`config.mk`:
```
export PLATFORM = sky130hd
export DESIGN_NAME = iir_tap_sequencer
export DESIGN_NICKNAME = d
export VERILOG_FILES = /design/src/rtl/iir_pkg.sv /design/src/rtl/iir_sat_shift.sv /design/src/rtl/iir_tap_sequencer.sv
export SDC_FILE = /design/constraint.sdc
export NUM_CORES = 1
export LEC_CHECK = 0
export CAP_MARGIN = 15
export CORE_MARGIN = 8
export CORE_UTILIZATION = 50
export CTS_CLUSTER_SIZE = 14
export DETAILED_ROUTE_END_ITERATION = 8
export GPL_TIMING_DRIVEN = 0
export PLACE_DENSITY_LB_ADDON = 0.15
export SYNTH_ARGS = -nofsm -noshare
export SYNTH_HDL_FRONTEND = slang
export SYNTH_SLANG_ARGS = --single-unit
```
`constraint.sdc`:
```
create_clock -name clk -period 3.1 [get_ports clk]
set_input_delay 0.62 -clock clk [delete_from_list [all_inputs] [get_ports clk]]
set_output_delay 0.62 -clock clk [all_outputs]
set_load 0.02 [all_outputs]
```
`src/rtl/iir_pkg.sv`:
```
// iir_pkg
//   Shared constants, sequencer state encoding and the rescale/saturate helper
//   for the IIR tap sequencer. No ports.
package iir_pkg;

    localparam int OPSIZE  = 8;
    localparam int NB      = 3;
    localparam int NA      = 2;
    localparam int SHIFT   = 7;
    localparam int NTAPS   = NB + NA;
    localparam int COEF_AW = $clog2(NTAPS);

    typedef enum logic [2:0] {
        S_IDLE,
        S_CLEAR,
        S_ISSUE,
        S_WAIT_LO,
        S_WAIT_HI,
        S_OUTPUT
    } seq_state_t;

    // Arithmetic right shift (floor) followed by a clamp to a signed op_w-bit range.
    // Works on a wide intermediate so any op_w up to 32 is handled the same way.
    function automatic logic signed [31:0] sat_shift(input logic signed [63:0] acc,
                                                     input int op_w,
                                                     input int sh);
        logic signed [63:0] s;
        logic signed [63:0] hi;
        logic signed [63:0] lo;
        s  = acc >>> sh;
        hi = (64'sd1 <<< (op_w - 1)) - 64'sd1;
        lo = -(64'sd1 <<< (op_w - 1));
        if (s > hi) begin
            s = hi;
        end else if (s < lo) begin
            s = lo;
        end
        return s[31:0];
    endfunction

endpackage

```
`src/rtl/iir_sat_shift.sv`:
```
// iir_sat_shift
//   Combinational rescale of the MAC accumulator into one output sample:
//   arithmetic shift right by SHIFT, then saturate to OPSIZE bits.
// Ports
//   acc  in   2*OPSIZE  signed accumulator
//   y    out  OPSIZE    signed, saturated result
module iir_sat_shift
    import iir_pkg::*;
(
    input  logic signed [2*OPSIZE-1:0] acc,
    output logic signed [OPSIZE-1:0]   y
);

    assign y = OPSIZE'(sat_shift(64'(acc), OPSIZE, SHIFT));

endmodule

```
`src/rtl/iir_tap_sequencer.sv`:
```
// iir_tap_sequencer
//   Control stage in front of an external MAC for a direct-form-I IIR filter.
//   Holds the coefficient bank and the x/y delay lines, clears the MAC once per
//   sample, feeds one (coef, sample) pair per MAC operation over start/ready,
//   then rescales and saturates the accumulator into y_out.
//
//   state     | meaning
//   ----------+-----------------------------------------------------------
//   S_IDLE    | in_ready=1, coefficient writes allowed, waiting for a sample
//   S_CLEAR   | one-cycle MAC clear, tap index reset to 0
//   S_ISSUE   | mac_start=1 with operands of tap k
//   S_WAIT_LO | mac_start held until the MAC drops ready
//   S_WAIT_HI | waiting for the MAC to finish tap k; then next tap or output
//   S_OUTPUT  | y_out/y_valid presented, delay lines shift
//
// Ports
//   clk, reset            clock, asynchronous active-low reset
//   in_valid/in_ready     sample handshake, x_in is the new x[n]
//   coef_wr/addr/data     coefficient write (0..NB-1 -> b_i, NB.. -> c_1..c_NA)
//   mac_clr, mac_start    MAC control; mac_a = coefficient, mac_b = sample
//   mac_ready, mac_acc    MAC status and accumulator
//   y_out, y_valid        filtered sample and its one-cycle strobe
module iir_tap_sequencer
    import iir_pkg::*;
(
    input  logic                       clk,
    input  logic                       reset,
    input  logic                       in_valid,
    output logic                       in_ready,
    input  logic signed [OPSIZE-1:0]   x_in,
    input  logic                       coef_wr,
    input  logic [COEF_AW-1:0]         coef_addr,
    input  logic signed [OPSIZE-1:0]   coef_data,
    output logic                       mac_clr,
    output logic                       mac_start,
    output logic signed [OPSIZE-1:0]   mac_a,
    output logic signed [OPSIZE-1:0]   mac_b,
    input  logic                       mac_ready,
    input  logic signed [2*OPSIZE-1:0] mac_acc,
    output logic signed [OPSIZE-1:0]   y_out,
    output logic                       y_valid
);

    localparam int KW = $clog2(NTAPS + 1);

    seq_state_t state, state_nxt;
    logic [KW-1:0] k;
    logic signed [OPSIZE-1:0] coef [NTAPS];
    logic signed [OPSIZE-1:0] x_dl [NB];
    logic signed [OPSIZE-1:0] y_dl [NA];
    logic signed [OPSIZE-1:0] samp [NTAPS];
    logic signed [OPSIZE-1:0] y_sat;
    logic accept;
    logic tap_done;
    logic last_tap;

    assign in_ready = (state == S_IDLE) && reset;
    assign accept   = in_valid && in_ready;
    assign tap_done = (state == S_WAIT_HI) && mac_ready;
    assign last_tap = (k == KW'(NTAPS - 1));

    iir_sat_shift u_sat (
        .acc (mac_acc),
        .y   (y_sat)
    );

    always_ff @(posedge clk or negedge reset) begin
        if (!reset) begin
            state <= S_IDLE;
        end else begin
            state <= state_nxt;
        end
    end

    always_comb begin
        state_nxt = state;
        mac_clr   = 1'b0;
        mac_start = 1'b0;
        case (state)
            S_IDLE:    if (accept) state_nxt = S_CLEAR;
            S_CLEAR: begin
                mac_clr   = 1'b1;
                state_nxt = S_ISSUE;
            end
            S_ISSUE: begin
                mac_start = 1'b1;
                state_nxt = S_WAIT_LO;
            end
            S_WAIT_LO: begin
                mac_start = 1'b1;
                if (!mac_ready) state_nxt = S_WAIT_HI;
            end
            S_WAIT_HI: if (mac_ready) state_nxt = last_tap ? S_OUTPUT : S_ISSUE;
            S_OUTPUT:  state_nxt = S_IDLE;
            default:   state_nxt = S_IDLE;
        endcase
    end

    // One flat view of the sample operands in tap order: x[n]..x[n-NB+1], y[n-1]..y[n-NA].
    always_comb begin
        for (int i = 0; i < NB; i++) samp[i] = x_dl[i];
        for (int j = 0; j < NA; j++) samp[NB + j] = y_dl[j];
    end

    // Operands only driven while a tap is in flight; k stays put until WAIT_HI exits.
    always_comb begin
        mac_a = '0;
        mac_b = '0;
        if (state inside {S_ISSUE, S_WAIT_LO, S_WAIT_HI}) begin
            for (int i = 0; i < NTAPS; i++) begin
                if (k == KW'(i)) begin
                    mac_a = coef[i];
                    mac_b = samp[i];
                end
            end
        end
    end

    always_ff @(posedge clk or negedge reset) begin
        if (!reset) begin
            k       <= '0;
            y_out   <= '0;
            y_valid <= 1'b0;
            for (int i = 0; i < NTAPS; i++) coef[i] <= '0;
            for (int i = 0; i < NB; i++)    x_dl[i] <= '0;
            for (int j = 0; j < NA; j++)    y_dl[j] <= '0;
        end else begin
            y_valid <= 1'b0;
            if ((state == S_IDLE) && coef_wr && (coef_addr < COEF_AW'(NTAPS))) begin
                coef[coef_addr] <= coef_data;
            end
            if (accept) begin
                x_dl[0] <= x_in;
            end
            if (state == S_CLEAR) begin
                k <= '0;
            end
            // The accumulator already holds the last product when ready rises,
            // so the result is registered here and is visible throughout OUTPUT.
            if (tap_done) begin
                k <= k + 1'b1;
                if (last_tap) begin
                    y_out   <= y_sat;
                    y_valid <= 1'b1;
                end
            end
            if (state == S_OUTPUT) begin
                for (int i = 1; i < NB; i++) x_dl[i] <= x_dl[i - 1];
                y_dl[0] <= y_out;
                for (int j = 1; j < NA; j++) y_dl[j] <= y_dl[j - 1];
            end
        end
    end

endmodule

```
==> run_results.csv <==
group,metric,value,unit
clock_tree,cts_buffer_depth,2,
clock_tree,htreeDepth,3,
place,place_congestion,0.785,
clock_tree,hold_buffers,0,
synth,synth_edf_count,0,
layout,drive_gt1_share,37.6,%
drt,via_per_inst,5.87,
die,die_h,115,um
die,dieWidth,115,um
drt,routed_wl,12400,um
clock_tree,clock_latency,0.36,ns
layout,seqCellArea,2380,sq um
layout,fillers,781,
flow_run,drv_cap,0,
die,io_pins,68,
clock_tree,clockRootBuffer,"clkbuf_8",
clock_tree,path_clk_slew,0.09,ns
die,start_util,50.9,%
drt,initialDrtViolationCount,200,
critical_path,r2r_start,"state[1]",
sta,drv_slew,0,
die,core,9680,sq um
clock_tree,cts.sinks,95,
layout,multi_input_area,2430,sq um
clock_tree,cts_buffers,9,
critical_path,cp-start-kind,"flip-flop",
sta,rsz0062_at_grt,"true",
sta,setup_ws,0.103,ns
global_route,grt_pass1_vias,3888,
drt,postRouteAntennaNets,0,
run_status,status,"complete, no violations",
global_route,grt_util_all_layers,19.8,%
synth,yosysWarnings,0,
critical_path,worstReg2RegEnd,"coef[14]",
clock_tree,cts_tree,"done",
critical_path,rrSetupSlack,0.66,ns
critical_path,endpoint,"mac_b[5]",
power,power_density,712,nW/um^2
critical_path,end_kind,"output pin",
sta,setup_viol,0,
critical_path,critical_path_class,"flip-flop to output pin",
sta,setup-tns-final,0,ns
sta,clock_skew,0.00930,ns
global_route,antenna_found_initial,0,
synth,ys_seq_area_share,48.2,%
synth,synthArstFlopShare,100,%
layout,num-nets-final,519,
layout,postLayoutCoreUtil,61.4,%
sta,relSlewSlack,41.8,%
critical_path,critPathRequiredTime,2.48,ns
die,rows,36,
power,power_leakage,0.00256,uW
place,place_hpwl,8650,um
drt,drc_errors,0,
place,dp_slack,-1.17,ns
critical_path,arrival,2.38,ns
global_route,grt_pass1_wl,20500,um
drt,dr.pass1.iters,4,
sta,finalCritPeriodShare,96.7,%
drt,post_drt_wl_per_cell,20.3,um
critical_path,cp-startpoint,"k[1]",
synth,ys.flop_type,"dfrtp_1",
synth,netlist_instances,401,
global_route,grt_max_degree,53,
sta,max_freq,0.334,GHz
drt,via_count,3594,
sta,fin_crit,3.00,ns
synth,ys_seq_elements,95,
synth,syn_avg_cell_area,12.3,sq um
synth,netlist_area,4930,sq um
sta,tightest_slew,0.868,ns
sta,hold_viol,0,
hold_path,min_path_type,"input port to asynchronous set/reset pin",
global_route,overflow,0,
synth,synth.net_count,446,
critical_path,crit_fanout,10,
power,peakVddDrop,0.000361,V
place,port_buffers,57,
layout,diodes,0,
die,die_area,13300,sq um
critical_path,reg2regPathDepth,5,
layout,area_growth,20.6,%
synth,synth_cell_types,41,
==> cells in the final DEF, fill, tap and decap left out, types with 2 or more instances in the layout <==
cell / Yosys / final
a21oi_1: 18 / 16
a21oi_2: 0 / 2
a22oi_1: 16 / 16
a311oi_1: 16 / 14
a311oi_2: 0 / 2
and2_1: 2 / 2
buf_1: 7 / 5
buf_2: 1 / 12
buf_4: 0 / 7
buf_6: 4 / 5
buf_8: 0 / 2
clkbuf_1: 20 / 7
clkbuf_2: 0 / 10
clkbuf_4: 0 / 5
clkbuf_8: 0 / 11
clkdlybuf4s50_1: 0 / 40
clkinvlp_4: 0 / 4
dfrtp_1: 95 / 95
ha_1: 5 / 2
ha_2: 0 / 3
inv_1: 7 / 6
maj3_1: 7 / 7
mux2_2: 80 / 80
mux2_4: 8 / 8
nand2_1: 23 / 23
nand2b_1: 17 / 17
nand3b_1: 16 / 16
nor2b_1: 2 / 2
nor3b_4: 0 / 2
nor4b_4: 2 / 2
o21ai_0: 2 / 2
o221ai_1: 16 / 16
o2bb2ai_1: 2 / 2
or3b_2: 16 / 16
or4b_4: 2 / 2
==> final cells by class <==
class,count,share of cell area [%]
well taps,133,2.80
inverters,7,0.442
repair buffers,63,9.35
multi-input cells,267,40.9
plain buffers,31,3.77
flip-flops and latches,95,40.0
clock inverters,5,0.589
clock buffers,11,2.21
==> critical path, cell delays in order (launching register included) <==
cell and delay (ns):
dfrtp_1 0.44, ha_1 0.21, ha_2 0.20, buf_8 0.15
buf_8 0.14, or3b_2 0.48, a21oi_2 0.14, a311oi_1 0.07
buf_2 0.18
==> how the worst min path moves through the flow <==
stage / startpoint / endpoint / cells past startpoint
floorplan: reset / coef[0] / 0
global placement: samp[1] / samp[1] / 1
detailed placement: samp[5] / samp[5] / 1
CTS: reset / coef[28] / 1
global route: reset / coef[28] / 1
finish: reset / coef[28] / 1
==> where the power goes <==
group | switching [uW] | leakage [uW] | internal, uW
registers | 241 | 0.00124 | 1630
logic | 808 | 0.00125 | 831
clock network | 437 | 0.0000716 | 291
==> flip-flops by register name (all words and copies together) (netlist names) <==
register,count
coef,40
samp,40
y_out,8
k,3
state,3
y_valid,1
==> synthesized netlist by cell type, types with 4 or more instances <==
master	number	area, sq um
dfrtp_1	95	2380
mux2_2	80	901
buf_1	7	26.3
nand2_1	23	86.3
o221ai_1	16	140
a311oi_1	16	140
mux2_4	8	120
buf_6	4	45.0
nand3b_1	16	120
or3b_2	16	140
inv_1	7	26.3
ha_1	5	62.6
maj3_1	7	70.1
a21oi_1	18	90.1
clkbuf_1	20	75.1
a22oi_1	16	120
nand2b_1	17	106
==> through the flow <==
step                cell area (sq um)  power, uW  instances  hold WS (ns)
global route                     5940       4490        612         0.299
detailed placement               5690       3580        592         0.484
CTS                              5940       4260        610         0.283
floorplan                        4930       2950        401         0.324
finish                           5940       4240        612         0.269
global placement                 5660       3520        591         0.479
==> routing by layer <==
| metal | wire length, um | global-route usage [%] | up-vias |
|---|---|---|---|
| met5 | 0 | 0 | - |
| met2 | 6100 | 32.0 | 101 |
| met4 | 122 | 5.95 | 0 |
| met3 | 645 | 4.46 | 10 |
| met1 | 5540 | 25.8 | 1836 |
| li1 | - | - | 1647 |
==> repair_timing <==
action	CTS	global route
pin swaps	3	2
endpoints found under the setup margin	17	17
gates cloned	0	0
gates resized for setup	101	24
buffers inserted	3	2
==> cells by family (layout without fill, tap and decap cells) <==
family	count (synthesis)	count (layout)	share of synthesized area, %
simple gates	90	90	13.0
fa+ha+maj	12	12	2.69
compound gates	77	77	11.7
buf+inv	39	117	3.61
flops	95	95	48.2
mux	88	88	20.7
No activity file was read; power rests on OpenSTA's default activity.
